[src/rtl/frame_demux_pkg.sv]
// frame_demux_pkg: shared types and helpers for the frame demultiplexer.
// Contents: FSM state enum, protocol type bit-index constants and a
// lowest-set-bit priority function used to pick the output channel.
package frame_demux_pkg;

  typedef enum logic [1:0] {
    IDLE  = 2'd0,
    FWD   = 2'd1,
    DROP  = 2'd2,
    TRUNC = 2'd3
  } state_e;

  localparam int TYPE_ARP  = 0;
  localparam int TYPE_UDP  = 1;
  localparam int TYPE_ICMP = 2;

  // Widest type vector the priority function handles.
  localparam int PRIO_W = 32;

  // Index of the lowest set bit; 0 when no bit is set.
  function automatic logic [4:0] lowest_set(input logic [PRIO_W-1:0] v);
    lowest_set = '0;
    for (int i = PRIO_W - 1; i >= 0; i--) begin
      if (v[i]) lowest_set = 5'(i);
    end
  endfunction

endpackage

[src/rtl/frame_demux_if.sv]
// frame_demux_if: stream bundle between the MAC RX path, the demux and the
// per-protocol RX engines.
// Signals: net_r* is the typed input stream (data/valid/ready/last/type),
// ch_r* are the NUM_CH output channels (data broadcast, one-hot valid).
// Modports: slave = the demux view, master = the surrounding environment.
interface frame_demux_if #(
  parameter int DATA_W = 8,
  parameter int NUM_CH = 3
);

  logic [DATA_W-1:0]        net_rdata_in;
  logic                     net_rvalid_in;
  logic                     net_rready_out;
  logic                     net_rlast_in;
  logic [NUM_CH-1:0]        net_rtype_in;
  logic [NUM_CH*DATA_W-1:0] ch_rdata_out;
  logic [NUM_CH-1:0]        ch_rvalid_out;
  logic [NUM_CH-1:0]        ch_rready_in;
  logic [NUM_CH-1:0]        ch_rlast_out;

  modport slave (
    input  net_rdata_in, net_rvalid_in, net_rlast_in, net_rtype_in, ch_rready_in,
    output net_rready_out, ch_rdata_out, ch_rvalid_out, ch_rlast_out
  );

  modport master (
    output net_rdata_in, net_rvalid_in, net_rlast_in, net_rtype_in, ch_rready_in,
    input  net_rready_out, ch_rdata_out, ch_rvalid_out, ch_rlast_out
  );

endinterface

[src/rtl/frame_demux_stream_reg_slice.sv]
// stream_reg_slice: one-entry valid/ready pipeline register.
// Ports: logic_clk, logic_rstn (async active-low), in_valid_i/in_ready_o/
// in_data_i/in_last_i (load side), out_valid_o/out_ready_i/out_data_o/
// out_last_o (drain side). Accepts a new entry in the same cycle the held
// one drains, so a continuously ready sink sees full throughput.
module stream_reg_slice #(
  parameter int DATA_W = 8
) (
  input  logic              logic_clk,
  input  logic              logic_rstn,
  input  logic              in_valid_i,
  output logic              in_ready_o,
  input  logic [DATA_W-1:0] in_data_i,
  input  logic              in_last_i,
  output logic              out_valid_o,
  input  logic              out_ready_i,
  output logic [DATA_W-1:0] out_data_o,
  output logic              out_last_o
);

  logic              valid_q, valid_d;
  logic [DATA_W-1:0] data_q, data_d;
  logic              last_q, last_d;

  assign in_ready_o = !valid_q || out_ready_i;

  always_comb begin
    valid_d = valid_q;
    data_d  = data_q;
    last_d  = last_q;
    if (in_valid_i && in_ready_o) begin
      valid_d = 1'b1;
      data_d  = in_data_i;
      last_d  = in_last_i;
    end else if (out_ready_i) begin
      valid_d = 1'b0;
    end
  end

  always_ff @(posedge logic_clk or negedge logic_rstn) begin
    if (!logic_rstn) begin
      valid_q <= 1'b0;
      data_q  <= '0;
      last_q  <= 1'b0;
    end else begin
      valid_q <= valid_d;
      data_q  <= data_d;
      last_q  <= last_d;
    end
  end

  assign out_valid_o = valid_q;
  assign out_data_o  = data_q;
  assign out_last_o  = last_q;

endmodule

[src/rtl/frame_demux.sv]
// frame_demux: routes each whole frame of the MAC RX stream to one of NUM_CH
// protocol channels, chosen by the lowest set bit of the frame type taken on
// its first beat. Untyped frames are discarded; frames longer than MAX_BEATS
// are cut with a forced last and the tail is discarded.
// Ports: logic_clk, logic_rstn (async active-low), bus (frame_demux_if.slave),
// drop_pulse_out, trunc_pulse_out (one-cycle event pulses), and with
// FRAME_DEMUX_STATS_EN defined: frame_cnt_out (per-channel forwarded frames),
// drop_cnt_out (dropped plus truncated frames), both saturating.
//
// state | meaning
// IDLE  | waiting for the first beat of a frame
// FWD   | forwarding a typed frame to channel sel_q
// DROP  | discarding an untyped frame up to its last beat
// TRUNC | discarding the tail of a frame cut at MAX_BEATS
module frame_demux #(
  parameter int DATA_W    = 8,
  parameter int NUM_CH    = 3,
  parameter int MAX_BEATS = 1536,
  parameter int CNT_W     = 16
) (
  input  logic                    logic_clk,
  input  logic                    logic_rstn,
  frame_demux_if.slave            bus,
  output logic                    drop_pulse_out,
  output logic                    trunc_pulse_out
`ifdef FRAME_DEMUX_STATS_EN
  ,
  output logic [NUM_CH*CNT_W-1:0] frame_cnt_out,
  output logic [CNT_W-1:0]        drop_cnt_out
`endif
);

  import frame_demux_pkg::*;

  localparam int SEL_W  = (NUM_CH > 1) ? $clog2(NUM_CH) : 1;
  localparam int BCNT_W = $clog2(MAX_BEATS + 1);

  state_e              state_q, state_d;
  logic [SEL_W-1:0]    sel_q, sel_d;
  logic [BCNT_W-1:0]   beat_cnt_q, beat_cnt_d;
  logic                rdy_en_q;
  logic                drop_pulse_q, drop_pulse_d;
  logic                trunc_pulse_q, trunc_pulse_d;

  logic                slot_free;
  logic                out_valid;
  logic                out_last;
  logic                out_ready;
  logic [DATA_W-1:0]   out_data;
  logic                load;
  logic                load_last;
  logic                rready_raw;
  logic                accept;
  logic                type_none;
  logic                at_limit;

  assign type_none = (bus.net_rtype_in == '0);
  assign at_limit  = (beat_cnt_q == BCNT_W'(MAX_BEATS - 1));
  // The held beat always belongs to sel_q, so the next frame (whatever its
  // channel) waits behind it; this keeps frames ordered across channels.
  assign out_ready = bus.ch_rready_in[sel_q];

  always_comb begin
    rready_raw = 1'b0;
    case (state_q)
      IDLE:        rready_raw = type_none ? 1'b1 : slot_free;
      FWD:         rready_raw = slot_free;
      DROP, TRUNC: rready_raw = 1'b1;
      default:     rready_raw = 1'b0;
    endcase
  end

  // Ready is held low until the first clock after reset release.
  assign bus.net_rready_out = rdy_en_q && rready_raw;
  assign accept             = bus.net_rvalid_in && bus.net_rready_out;

  always_comb begin
    state_d       = state_q;
    sel_d         = sel_q;
    beat_cnt_d    = beat_cnt_q;
    load          = 1'b0;
    load_last     = bus.net_rlast_in;
    drop_pulse_d  = 1'b0;
    trunc_pulse_d = 1'b0;
    case (state_q)
      IDLE: begin
        if (accept) begin
          if (type_none) begin
            if (bus.net_rlast_in) drop_pulse_d = 1'b1;
            else                  state_d      = DROP;
          end else begin
            load       = 1'b1;
            sel_d      = SEL_W'(lowest_set(PRIO_W'(bus.net_rtype_in)));
            beat_cnt_d = BCNT_W'(1);
            if (!bus.net_rlast_in) state_d = FWD;
          end
        end
      end
      FWD: begin
        if (accept) begin
          load       = 1'b1;
          beat_cnt_d = beat_cnt_q + BCNT_W'(1);
          if (bus.net_rlast_in) begin
            state_d = IDLE;
          end else if (at_limit) begin
            load_last     = 1'b1;
            trunc_pulse_d = 1'b1;
            state_d       = TRUNC;
          end
        end
      end
      DROP: begin
        if (accept && bus.net_rlast_in) begin
          drop_pulse_d = 1'b1;
          state_d      = IDLE;
        end
      end
      TRUNC: begin
        if (accept && bus.net_rlast_in) state_d = IDLE;
      end
      default: state_d = IDLE;
    endcase
  end

  always_ff @(posedge logic_clk or negedge logic_rstn) begin
    if (!logic_rstn) begin
      state_q       <= IDLE;
      sel_q         <= '0;
      beat_cnt_q    <= '0;
      rdy_en_q      <= 1'b0;
      drop_pulse_q  <= 1'b0;
      trunc_pulse_q <= 1'b0;
    end else begin
      state_q       <= state_d;
      sel_q         <= sel_d;
      beat_cnt_q    <= beat_cnt_d;
      rdy_en_q      <= 1'b1;
      drop_pulse_q  <= drop_pulse_d;
      trunc_pulse_q <= trunc_pulse_d;
    end
  end

  stream_reg_slice #(.DATA_W(DATA_W)) u_out_reg (
    .logic_clk   (logic_clk),
    .logic_rstn  (logic_rstn),
    .in_valid_i  (load),
    .in_ready_o  (slot_free),
    .in_data_i   (bus.net_rdata_in),
    .in_last_i   (load_last),
    .out_valid_o (out_valid),
    .out_ready_i (out_ready),
    .out_data_o  (out_data),
    .out_last_o  (out_last)
  );

  always_comb begin
    bus.ch_rvalid_out        = '0;
    bus.ch_rlast_out         = '0;
    bus.ch_rvalid_out[sel_q] = out_valid;
    bus.ch_rlast_out[sel_q]  = out_valid && out_last;
  end

  assign bus.ch_rdata_out = {NUM_CH{out_data}};
  assign drop_pulse_out   = drop_pulse_q;
  assign trunc_pulse_out  = trunc_pulse_q;

`ifdef FRAME_DEMUX_STATS_EN
  logic [NUM_CH-1:0][CNT_W-1:0] frame_cnt_q;
  logic [CNT_W-1:0]             drop_cnt_q;

  always_ff @(posedge logic_clk or negedge logic_rstn) begin
    if (!logic_rstn) begin
      frame_cnt_q <= '0;
      drop_cnt_q  <= '0;
    end else begin
      for (int c = 0; c < NUM_CH; c++) begin
        if (out_valid && out_ready && out_last && (sel_q == SEL_W'(c)) &&
            (frame_cnt_q[c] != '1)) begin
          frame_cnt_q[c] <= frame_cnt_q[c] + CNT_W'(1);
        end
      end
      if ((drop_pulse_d || trunc_pulse_d) && (drop_cnt_q != '1)) begin
        drop_cnt_q <= drop_cnt_q + CNT_W'(1);
      end
    end
  end

  assign frame_cnt_out = frame_cnt_q;
  assign drop_cnt_out  = drop_cnt_q;
`endif

endmodule

[src/flat_wrapper.sv]
// flat-port wrapper written by rule: the top's interface ports become plain ports
module frame_demux_flat import frame_demux_pkg::*;
#(
  parameter int DATA_W    = 8,
  parameter int NUM_CH    = 3,
  parameter int MAX_BEATS = 1536,
  parameter int CNT_W     = 16
)
  (logic_clk, logic_rstn, drop_pulse_out, trunc_pulse_out, bus_net_rdata_in, bus_net_rvalid_in, bus_net_rlast_in, bus_net_rtype_in, bus_ch_rready_in, bus_net_rready_out, bus_ch_rdata_out, bus_ch_rvalid_out, bus_ch_rlast_out);
  frame_demux_if #(.DATA_W(DATA_W), .NUM_CH(NUM_CH)) bus_i ();
  input  logic logic_clk;
  input  logic logic_rstn;
  output logic drop_pulse_out;
  output logic trunc_pulse_out;
  input wire logic [$bits(bus_i.net_rdata_in)-1:0] bus_net_rdata_in;
  input wire logic [$bits(bus_i.net_rvalid_in)-1:0] bus_net_rvalid_in;
  input wire logic [$bits(bus_i.net_rlast_in)-1:0] bus_net_rlast_in;
  input wire logic [$bits(bus_i.net_rtype_in)-1:0] bus_net_rtype_in;
  input wire logic [$bits(bus_i.ch_rready_in)-1:0] bus_ch_rready_in;
  output wire logic [$bits(bus_i.net_rready_out)-1:0] bus_net_rready_out;
  output wire logic [$bits(bus_i.ch_rdata_out)-1:0] bus_ch_rdata_out;
  output wire logic [$bits(bus_i.ch_rvalid_out)-1:0] bus_ch_rvalid_out;
  output wire logic [$bits(bus_i.ch_rlast_out)-1:0] bus_ch_rlast_out;
  assign bus_i.net_rdata_in = bus_net_rdata_in;
  assign bus_i.net_rvalid_in = bus_net_rvalid_in;
  assign bus_i.net_rlast_in = bus_net_rlast_in;
  assign bus_i.net_rtype_in = bus_net_rtype_in;
  assign bus_i.ch_rready_in = bus_ch_rready_in;
  assign bus_net_rready_out = bus_i.net_rready_out;
  assign bus_ch_rdata_out = bus_i.ch_rdata_out;
  assign bus_ch_rvalid_out = bus_i.ch_rvalid_out;
  assign bus_ch_rlast_out = bus_i.ch_rlast_out;
  frame_demux #(.DATA_W(DATA_W), .NUM_CH(NUM_CH), .MAX_BEATS(MAX_BEATS), .CNT_W(CNT_W)) u_core (.logic_clk(logic_clk), .logic_rstn(logic_rstn), .bus(bus_i), .drop_pulse_out(drop_pulse_out), .trunc_pulse_out(trunc_pulse_out));
endmodule
[config.mk]
export PLATFORM = sky130hd
export DESIGN_NAME = frame_demux_flat
export DESIGN_NICKNAME = d
export VERILOG_FILES = /design/src/rtl/frame_demux_pkg.sv /design/src/rtl/frame_demux_if.sv /design/src/rtl/frame_demux_stream_reg_slice.sv /design/src/rtl/frame_demux.sv /design/src/flat_wrapper.sv
export SDC_FILE = /design/constraint.sdc
export NUM_CORES = 1
export LEC_CHECK = 0
export CAP_MARGIN = 20
export CORE_MARGIN = 2
export CORE_UTILIZATION = 37
export CTS_BUF_LIST = sky130_fd_sc_hd__clkbuf_4
export DETAILED_ROUTE_END_ITERATION = 10
export PLACE_DENSITY_LB_ADDON = 0.2
export REMOVE_ABC_BUFFERS = 1
export SLEW_MARGIN = 20
export SYNTH_ARGS = -nofsm -noshare
export SYNTH_HDL_FRONTEND = slang
export SYNTH_SLANG_ARGS = --single-unit
[constraint.sdc]
create_clock -name logic_clk -period 1.76 [get_ports logic_clk]
set_clock_uncertainty 0.05 [all_clocks]
set_input_delay 0.352 -clock logic_clk [delete_from_list [all_inputs] [get_ports logic_clk]]
set_output_delay 0.352 -clock logic_clk [all_outputs]
set_load 0.005 [all_outputs]
==> impl_results.rst, run 1 <==
.. list-table::
   :header-rows: 1

   * - Metric
     - Value
   * - Synth area leaders
     - dfrtp_1, buf_4, mux2_2, a21oi_1, o31ai_1
   * - Worst Path Class, Setup
     - register to output pin
   * - RD Place Congestion
     - 0.8449
   * - Layout cells sized above 1
     - 39.38%
   * - Die area
     - 4774 um^2
   * - Total DRC errors in the routed layout
     - 0
   * - EDFF count, synth
     - 0
   * - # IOs
     - 51
   * - Yosys warning total
     - 0
   * - WHS
     - 0.3250 ns
   * - Global-route wire length before repair
     - 7.182 mm
   * - Launch instance of the worst register-to-register path
     - u_core.sel_q[0]$_DFFE_PN0P_
   * - Vias
     - 1,558
   * - HP Class
     - input port to asynchronous set/reset pin
   * - Compound-Gate Fraction of Synth Area
     - 13.17%
   * - Row Count
     - 23
   * - Launching instance or port of the critical path
     - u_core.sel_q[0]$_DFFE_PN0P_
   * - Synthesized area divided by synthesized cell count
     - 10.25 um^2
   * - Share of synthesized flip-flops with an asynchronous set or reset
     - 100.0%
   * - Adder-cell area share of the yosys netlist
     - 0.7981%
   * - Count of distinct cell types in the synthesized netlist
     - 44
   * - Cell count after placement
     - 252
   * - Number of DRC markers in iteration 0
     - 126
   * - Simple logic cell fraction of the synthesized area
     - 22.91%
   * - Setup slack of the critical path after layout
     - -0.1559 ns
   * - Final Cycle Share
     - 108.9%
   * - Critical Path Sink Type
     - output pin
   * - Final HPWL from detailed placement
     - 2.778 mm
   * - Violated checks
     - negative setup slack
   * - Portion of the post-synthesis area used by sequential elements
     - 44.69%
   * - Most frequent standard cell in the layout excluding fill and tap cells
     - clkdlybuf4s50_1
   * - Leading register cell type out of synthesis
     - dfrtp_1
   * - Worst-path fanout max
     - 3
   * - Xor and xnor fraction of the mapped netlist area
     - 0.5587%
   * - Cell type contributing the most total cell area after synthesis
     - dfrtp_1
   * - Core Area
     - 4029 um^2
   * - Endpoint required time on the critical path
     - 1.36 ns
   * - Internal power
     - 2.417 mW
   * - Count of cells along the worst register-to-register path
     - 7
   * - Post-synthesis mux area share
     - 7.662%
   * - H-tree level count
     - 1
   * - Wire length reported by the detailed router
     - 4.725 mm
   * - Reported leakage power
     - 1.094 nW
   * - Deepest clock path buffer count
     - 2
   * - Critical Path Start Type
     - register
   * - # setup viols final
     - 20
   * - Clock latency at the later pin of the worst-skew pair
     - 0.34 ns
   * - Most frequent cells in the layout
     - clkdlybuf4s50_1, dfrtp_1, buf_4, buf_6, mux2_4
   * - Power spent charging and discharging nets
     - 1.272 mW
   * - Arrival time at the worst endpoint
     - 1.51 ns
   * - Number of buffers inserted by hold repair at cts
     - 0
   * - Area added between synthesis and finish
     - 63.77%
   * - Residual overflow from global routing
     - 0
   * - Number of non-filler instances in the completed layout
     - 276
   * - Max Clock Freq
     - 521.9 MHz
   * - Aggregate negative setup slack
     - -1.947 ns
   * - Shortest period the worst path allows
     - 1.916 ns
   * - Clock tree from TritonCTS
     - yes
   * - Post-synthesis cell count
     - 153
   * - Combinational family with the most area after synthesis
     - simple AND/OR/NAND/NOR gates
   * - Final layout net count
     - 247
   * - Final antenna-violating net count
     - 0
   * - Detailed-route vias per instance
     - 5.645
   * - Antenna violations before repair
     - 0
   * - Clock input transition at the sequential cells of the worst setup and hold paths
     - 0.16 ns
   * - Number of buffers created by CTS
     - 3
   * - Area fraction of the dominant cell type after synthesis
     - 44.69%
   * - Total clock sinks
     - 28
   * - Count of buffers inserted at the top-level ports
     - 50
   * - Starting density of the core
     - 38.91%
   * - Post-synthesis register bit count
     - 28
   * - Unrepaired setup endpoints after global routing
     - true
   * - Antenna diode count
     - 0
   * - Largest net degree at the start of global routing
     - 29
   * - Sequential cell fraction of total power
     - 28.9%
   * - Max VDD drop
     - 0.7865 mV
   * - Worst slack at placement
     - -0.6531 ns
   * - Number of global-route vias before repair
     - 1,490
   * - Total routing resource utilization after global routing
     - 18.56%
   * - Routed wire length per instance
     - 17.12 um
   * - Net switching share of the total power
     - 34.48%
   * - CTS root buf
     - clkbuf_4
   * - Die Ht
     - 69.10 um
   * - Final count of pins violating max slew
     - 0
   * - Final core area utilization
     - 63.73%
   * - Width of the die
     - 69.10 um
   * - Combinational Power Share
     - 63.7%
   * - Number of failing hold endpoints at the final stage
     - 0
   * - Count of maximum capacitance violations
     - 0
   * - Outcome
     - complete, but fails checks
   * - Number of iterations in the first detailed-routing pass
     - 4
   * - Clk pwr share
     - 7.4%
   * - Flop-to-flop setup slack
     - -0.16 ns
   * - Power per cell area
     - 1437 nW/um^2
   * - Netlist Area Pre-Place
     - 1568 um^2
   * - Reg-to-reg critical path endpoint
     - u_core.u_out_reg.out_data_o[4]$_DFFE_PN0P_
worst max-delay path, stage by stage (launching register included):
cell      delay [ns]
dfrtp_1         0.42
mux2i_1         0.26
o211ai_1        0.16
nor3_2          0.16
nor2b_1         0.07
buf_2           0.12
cells by family (layout without fill, tap and decap cells):
family,after synthesis,count (layout)
and+or+nand+nor,57,59
buffers and inverters,24,95
xor gates and xnor gates,1,1
AOI/OAI and AO/OA,30,30
other,1,1
muxes,11,11
DFF,28,28
adders and majority gates,1,1
sequential cells by signal, summed over array words and instances (netlist names):
signal	cells
u_core.beat_cnt_q	11
u_core.u_out_reg.out_data_o	8
u_core.sel_q	2
u_core.state_q	2
u_core.drop_pulse_out	1
u_core.rdy_en_q	1
u_core.trunc_pulse_out	1
u_core.u_out_reg.out_last_o	1
u_core.u_out_reg.out_valid_o	1
worst max-delay path by stage:
stage | cells after the start | to
after floorplan | 4 | u_core.u_out_reg.out_data_o[0]$_DFFE_PN0P_
after global placement | 5 | bus_net_rready_out
after detailed placement | 5 | bus_net_rready_out
after CTS | 5 | bus_net_rready_out
after global routing | 5 | bus_net_rready_out
final | 5 | bus_net_rready_out
per-layer routing:
layer	vias to the layer above	wire length (um)	share of wire, %	global-route usage (%)
li1	712	-	-	-
met1	771	1946	41	23.07
met2	68	2410	51	32.69
met3	7	307	6.5	3.363
met4	0	61	1.3	5.447
met5	-	0	0	0
cell type report:
type / instances / area [um^2]
fillers: 324 / 1461
multi-input cells: 103 / 912.1
repair buffers: 90 / 860.8
flip-flops and latches: 28 / 701.9
well taps: 50 / 62.56
clock buffers: 3 / 22.52
inverters: 2 / 7.507
cells in the mapped netlist (2+ instances only):
library cell and number:
a21oi_1 9, and2_1 3, and3_1 2, and3b_1 2
and4_1 4, buf_2 2, buf_4 17, clkbuf_1 3
dfrtp_1 28, inv_1 2, mux2_2 8, mux2i_1 3
nand2_1 3, nand2b_1 2, nand3_1 7, nand4_1 2
nor2_1 6, nor3_1 7, nor3b_1 2, nor4_1 2
o21ai_0 3, o22a_1 2, o31ai_1 6, o41ai_1 2
or3_1 2, or4_1 6
through the flow:
stage,area [um^2],total power [mW]
final,2567,3.689
after global placement,2165,2.698
after detailed placement,2165,2.744
after CTS,2338,3.320
after floorplan,1419,1.604
after global routing,2567,3.900
timing repair:
| action | CTS | global route |
|---|---|---|
| cloned | 3 | 2 |
| setup endpoints to repair | 24 | 26 |
| resized for setup | 47 | 36 |
| pin swaps | 17 | 21 |
| setup buffers | 12 | 6 |
power groups by stage:
| stage | Combinational (mW) | Sequential [mW] | Clock, mW |
|---|---|---|---|
| after global placement | 1.68 | 1.02 | 0 |
| after CTS | 2.00 | 1.05 | 0.275 |
| after detailed placement | 1.71 | 1.04 | 0 |
| final | 2.35 | 1.07 | 0.273 |
| after floorplan | 0.503 | 1.10 | 0 |
| after global routing | 2.50 | 1.10 | 0.294 |
Note: power is estimated with default switching activity, not from simulation.
==> inputs of run 2 (changes only) <==
--- a/config.mk
+++ b/config.mk
@@ -10,7 +10,10 @@
 export CORE_UTILIZATION = 37
 export CTS_BUF_LIST = sky130_fd_sc_hd__clkbuf_4
 export DETAILED_ROUTE_END_ITERATION = 10
+export HOLD_SLACK_MARGIN = 0.06
+export MAX_ROUTING_LAYER = met4
 export PLACE_DENSITY_LB_ADDON = 0.2
+export RECOVER_POWER = 25
 export REMOVE_ABC_BUFFERS = 1
 export SLEW_MARGIN = 20
 export SYNTH_ARGS = -nofsm -noshare
==> impl_results.rst, run 2 (same netlist as run 1, synthesis figures left out) <==
.. list-table::
   :header-rows: 1

   * - Metric
     - Value
   * - Most frequent standard cell in the layout excluding fill and tap cells
     - clkdlybuf4s50_1
   * - Measured slew at the worst slew-check pin
     - 0.7201 ns
   * - Number of non-filler instances in the completed layout
     - 276
   * - Row Count
     - 23
   * - Worst Path Class, Setup
     - register to output pin
   * - Final antenna-violating net count
     - 0
   * - HP Class
     - input port to register
   * - Layout cells sized above 1
     - 39.38%
   * - Hold-critical path endpoint
     - u_core.drop_pulse_out$_DFF_PN0_
   * - Aggregate negative setup slack
     - -1.905 ns
   * - Post-layout instance area
     - 2565 um^2
   * - Count of cells along the worst register-to-register path
     - 6
   * - Width of the die
     - 69.10 um
   * - Wire length reported by the detailed router
     - 4.722 mm
   * - Unrepaired setup endpoints after global routing
     - true
   * - Worst hold path cell count
     - 4
   * - CTS root buf
     - clkbuf_4
   * - Vias
     - 1,568
   * - Worst min-delay path startpoint
     - bus_net_rtype_in[0]
   * - Core Area
     - 4029 um^2
   * - Number of global-route vias before repair
     - 1,487
   * - Final HPWL from detailed placement
     - 2.778 mm
   * - Final layout net count
     - 247
   * - Worst slack at placement
     - -0.6531 ns
   * - Critical Path Start Type
     - register
   * - Largest net degree at the start of global routing
     - 29
   * - Antenna diode count
     - 0
   * - WHS
     - 0.3572 ns
   * - Final core area utilization
     - 63.66%
   * - Global-route wire length before repair
     - 7.217 mm
   * - Flop-to-flop setup slack
     - -0.15 ns
   * - # IOs
     - 51
   * - Slowest cell on crit path
     - dfrtp_1
   * - Number of iterations in the first detailed-routing pass
     - 4
   * - Final Cycle Share
     - 109.0%
   * - Total routing resource utilization after global routing
     - 19.15%
   * - Flip-flop count of the largest register, all copies and words added
     - 11
   * - Shortest period the worst path allows
     - 1.918 ns
   * - Number of buffers created by CTS
     - 3
   * - Launch instance of the worst register-to-register path
     - u_core.sel_q[0]$_DFFE_PN0P_
   * - Total DRC errors in the routed layout
     - 0
   * - Clock input transition at the sequential cells of the worst setup and hold paths
     - 0.15 ns
   * - Routed wire length per instance
     - 17.11 um
   * - Max Clock Freq
     - 521.3 MHz
   * - Count of buffers inserted at the top-level ports
     - 50
   * - Residual overflow from global routing
     - 0
   * - Total power draw
     - 3.686 mW
   * - Max VDD drop
     - 0.7844 mV
   * - Count of maximum capacitance violations
     - 0
   * - Placed Instance Area
     - 2165 um^2
   * - # setup viols final
     - 20
   * - CP cell instances
     - mux2i_1 -> o211ai_1 -> nor3_2 -> nor2b_1 -> buf_2
   * - Die Ht
     - 69.10 um
   * - Clock tree from TritonCTS
     - yes
   * - H-tree level count
     - 1
   * - Die area
     - 4774 um^2
   * - Number of DRC markers in iteration 0
     - 135
   * - Outcome
     - complete, but fails checks
   * - Reported leakage power
     - 1.094 nW
   * - Cell count after placement
     - 252
   * - Endpoint required time on the critical path
     - 1.36 ns
   * - Worst-path fanout max
     - 3
   * - Starting density of the core
     - 38.91%
   * - Power per cell area
     - 1437 nW/um^2
   * - Met1 global-route usage
     - 23.35%
   * - Clock latency at the later pin of the worst-skew pair
     - 0.34 ns
   * - Most frequent cells in the layout
     - clkdlybuf4s50_1, dfrtp_1, buf_4, buf_6, mux2_4
   * - RD Place Congestion
     - 0.8582
   * - Detailed-route vias per instance
     - 5.681
   * - Violated checks
     - negative setup slack
   * - Number of failing hold endpoints at the final stage
     - 0
   * - Setup slack of the critical path after layout
     - -0.1583 ns
   * - Antenna violations before repair
     - 0
   * - Headroom to the max-slew limit
     - 52.00%
   * - Reg-to-reg critical path endpoint
     - u_core.beat_cnt_q[7]$_DFFE_PN0P_
   * - Final count of pins violating max slew
     - 0
   * - CP peak stage delay
     - 0.42 ns
   * - Deepest clock path buffer count
     - 2
   * - Arrival time at the worst endpoint
     - 1.52 ns
   * - Register with the most flip-flops
     - u_core.beat_cnt_q
   * - Critical Path Sink Type
     - output pin
   * - Area added between synthesis and finish
     - 63.61%
   * - Met2 global-route usage
     - 32.80%
   * - Busiest layer in global routing
     - met2
   * - Total clock sinks
     - 28
   * - Met3 usage in global routing
     - 3.070%
[run 2: how the worst max path moves through the flow]
stage / cells past startpoint / slack (ns) / start / to
after floorplan: 4 / -0.11 / u_core.state_q[0]$_DFFE_PN0P_ / u_core.u_out_reg.out_data_o[0]$_DFFE_PN0P_
after global placement: 5 / -0.55 / bus_net_rtype_in[0] / bus_net_rready_out
after detailed placement: 5 / -0.65 / bus_net_rtype_in[0] / bus_net_rready_out
after CTS: 5 / -0.23 / u_core.sel_q[0]$_DFFE_PN0P_ / bus_net_rready_out
after global routing: 5 / -0.28 / u_core.sel_q[0]$_DFFE_PN0P_ / bus_net_rready_out
final: 5 / -0.16 / u_core.sel_q[0]$_DFFE_PN0P_ / bus_net_rready_out
[run 2: per-layer routing]
| metal | wire length [um] | vias up |
|---|---|---|
| li1 | - | 714 |
| met1 | 1922 | 759 |
| met2 | 2411 | 88 |
| met3 | 327 | 7 |
| met4 | 62 | 0 |
| met5 | 0 | - |
[run 2: worst max-delay path, delay by kind of cell, from the launching register on]
kind	cells	cell delay [ns]
DFF	1	0.42
buffers and inverters	1	0.12
AOI/OAI and AO/OA	1	0.16
and+or+nand+nor	2	0.22
muxes	1	0.26
[run 2: final cells by class]
cell class / count / area [um^2]
inverters: 2 / 7.507
flip-flops and latches: 28 / 701.9
repair buffers: 90 / 858.3
clock buffers: 3 / 22.52
fillers: 324 / 1464
well taps: 50 / 62.56
multi-input cells: 103 / 912.1
[run 2: timing repair]
item | CTS | global route
hold endpoints to repair | 0 | 0
hold buffers | 0 | 0
resized for setup | 47 | 36
endpoints found under the setup margin | 24 | 26
pin swaps | 17 | 21
gates cloned | 3 | 2
setup buffers | 12 | 6
[run 2: report_power, final]
group / internal (mW) / switching (mW) / total (mW)
registers: 0.841 / 0.222 / 1.06
logic: 1.49 / 0.856 / 2.35
clock network: 0.0806 / 0.192 / 0.272
==> inputs of run 3 (changes only) <==
--- a/config.mk
+++ b/config.mk
@@ -10,7 +10,8 @@
 export CORE_UTILIZATION = 37
 export CTS_BUF_LIST = sky130_fd_sc_hd__clkbuf_4
 export DETAILED_ROUTE_END_ITERATION = 10
-export HOLD_SLACK_MARGIN = 0.06
+export DONT_BUFFER_PORTS = 1
+export HOLD_SLACK_MARGIN = 0.08
 export MAX_ROUTING_LAYER = met4
 export PLACE_DENSITY_LB_ADDON = 0.2
 export RECOVER_POWER = 25
==> constraint.sdc (replaced) <==
create_clock -name logic_clk -period 1.7 [get_ports logic_clk]
set_clock_uncertainty 0.05 [all_clocks]
set_input_delay 0.34 -clock logic_clk [delete_from_list [all_inputs] [get_ports logic_clk]]
set_output_delay 0.34 -clock logic_clk [all_outputs]
set_load 0.005 [all_outputs]
==> impl_results.rst, run 3 (same netlist as run 1, synthesis figures left out) <==
.. list-table::
   :header-rows: 1

   * - Metric
     - Value
   * - Outcome
     - complete, but fails checks
   * - Violated checks
     - negative setup slack
   * - RD Place Congestion
     - 0.8220
   * - Endpoint required time on the critical path
     - 1.31 ns
   * - Global-route wire length before repair
     - 5.720 mm
   * - # setup viols final
     - 20
   * - Layout cells sized above 1
     - 29.94%
   * - Final HPWL from detailed placement
     - 2.430 mm
   * - Starting density of the core
     - 38.91%
   * - Kind of cell with the highest combined delay on the critical path
     - flip-flops
   * - Total clock sinks
     - 28
   * - Core Area
     - 4029 um^2
   * - Residual overflow from global routing
     - 0
   * - Power per cell area
     - 1434 nW/um^2
   * - CP cell instances
     - mux2i_2 -> o211ai_1 -> nor3_2 -> nor2b_1
   * - Multi-input gate area
     - 767.0 um^2
   * - Count of maximum capacitance violations
     - 0
   * - Critical Path Sink Type
     - output pin
   * - H-tree level count
     - 1
   * - Internal power
     - 1.707 mW
   * - Most frequent cells in the layout
     - dfrtp_1, buf_4, a21oi_1, mux2_2, dlygate4sd3_1
   * - HP Class
     - input port to register
   * - Row Count
     - 23
   * - Seq. cell area
     - 701.9 um^2
   * - Detailed-route vias per instance
     - 5.806
   * - Shortest period the worst path allows
     - 1.867 ns
   * - Largest net degree at the start of global routing
     - 29
   * - # IOs
     - 51
   * - Unrepaired setup endpoints after global routing
     - true
   * - Slowest cell on crit path
     - dfrtp_1
   * - Number of global-route vias before repair
     - 1,205
   * - Clock latency at the later pin of the worst-skew pair
     - 0.34 ns
   * - Measured slew at the worst slew-check pin
     - 0.7132 ns
   * - Routed wire length per instance
     - 16.30 um
   * - Max Clock Freq
     - 535.6 MHz
   * - Worst slack at placement
     - -0.1177 ns
   * - Number of buffers and inverters on the critical path
     - 0
   * - Area added between synthesis and finish
     - 20.35%
   * - Die Ht
     - 69.10 um
   * - Worst Path Class, Setup
     - register to output pin
   * - Clock tree from TritonCTS
     - yes
   * - Power spent charging and discharging nets
     - 0.9985 mW
   * - Number of failing hold endpoints at the final stage
     - 0
   * - Final count of pins violating max slew
     - 0
   * - CP peak stage delay
     - 0.44 ns
   * - Die area
     - 4774 um^2
   * - Final antenna-violating net count
     - 0
   * - Critical Path Start Type
     - register
   * - Sequential cell fraction of total power
     - 41.8%
   * - Vias
     - 1,260
   * - Width of the die
     - 69.10 um
   * - Deepest clock path buffer count
     - 2
   * - Final layout net count
     - 187
   * - Worst-path fanout max
     - 3
   * - Final Cycle Share
     - 109.8%
   * - Clk pwr share
     - 16.5%
   * - Flip-flop count of the largest register, all copies and words added
     - 11
   * - Number of DRC markers in iteration 0
     - 54
   * - CTS root buf
     - clkbuf_4
   * - Count of buffers inserted at the top-level ports
     - 0
   * - Clock input transition at the sequential cells of the worst setup and hold paths
     - 0.16 ns
   * - Total routing resource utilization after global routing
     - 14.89%
   * - Combinational Power Share
     - 41.7%
   * - Setup slack of the critical path after layout
     - -0.1671 ns
   * - Reported leakage power
     - 0.7966 nW
   * - Headroom to the max-slew limit
     - 52.45%
   * - Net switching share of the total power
     - 36.90%
   * - Number of buffers created by CTS
     - 3
   * - Register with the most flip-flops
     - u_core.beat_cnt_q
   * - Number of iterations in the first detailed-routing pass
     - 4
   * - Most frequent standard cell in the layout excluding fill and tap cells
     - dfrtp_1
   * - Max VDD drop
     - 0.7524 mV
   * - Wire length reported by the detailed router
     - 3.537 mm
   * - Antenna diode count
     - 0
   * - Total DRC errors in the routed layout
     - 0
   * - Arrival time at the worst endpoint
     - 1.48 ns
   * - Antenna violations before repair
     - 0
   * - Filler cell count
     - 384
   * - Final core area utilization
     - 46.83%
## run 3: final timing paths
kind	startpoint	slack, ns	cells after the start	endpoint
hold / removal	bus_net_rtype_in[1]	0.08	2	u_core.sel_q[0]$_DFFE_PN0P_
setup / recovery	u_core.sel_q[0]$_DFFE_PN0P_	-0.17	4	bus_net_rready_out
min in group asynchronous	logic_rstn	0.50	2	u_core.beat_cnt_q[5]$_DFFE_PN0P_
hold reg to reg	u_core.beat_cnt_q[10]$_DFFE_PN0P_	0.45	1	u_core.beat_cnt_q[10]$_DFFE_PN0P_
max in group asynchronous	logic_rstn	0.60	2	u_core.sel_q[1]$_DFFE_PN0P_
setup reg to reg	u_core.sel_q[0]$_DFFE_PN0P_	-0.13	4	u_core.beat_cnt_q[7]$_DFFE_PN0P_
## run 3: area by class of cell
| cell class | instances | share of cell area (%) |
|---|---|---|
| clock buffers | 3 | 1.194 |
| clock inverters | 1 | 1.592 |
| inverters | 2 | 0.3979 |
| multi-input cells | 101 | 40.65 |
| flip-flops and latches | 28 | 37.20 |
| well taps | 50 | 3.316 |
| repair buffers | 32 | 15.65 |
## run 3: timing repair
item                                    4_1_cts  5_1_grt
hold buffers                                  6        3
cloned                                        0        1
buffers inserted                              3        2
endpoints found under the setup margin       23       24
gates resized for setup                       8        8
pin swaps                                     4        0
endpoints found under the hold margin        32        3
## run 3: per-layer routing
metal	up-vias	track usage (%)	wire length, um
met4	0	2.614	51
met2	45	23.93	1698
met5	-	-	0
met1	613	19.31	1549
li1	598	-	-
met3	4	3.801	238
## run 3: power groups by stage
stage	Sequential, mW	Combinational, mW	Clock, mW
5_1_grt	1.18	1.24	0.480
3_5_place_dp	1.13	0.934	0
3_3_place_gp	1.12	0.903	0
6_report	1.13	1.13	0.446
4_1_cts	1.13	1.05	0.462
2_1_floorplan	1.14	0.521	0
## run 3: through the flow
step | power (mW) | instance area, um^2 | TNS (ns) | hold slack, ns | std cells
detailed placement | 2.065 | 1622 | -1.504 | -0.004464 | 198
finish | 2.706 | 1887 | -1.037 | 0.07570 | 217
floorplan | 1.661 | 1419 | -2.311 | -0.005591 | 131
global route | 2.895 | 1887 | -3.262 | 0.07393 | 217
global placement | 2.027 | 1622 | -0.5799 | -0.004601 | 198
CTS | 2.636 | 1802 | -1.672 | 0.08066 | 211
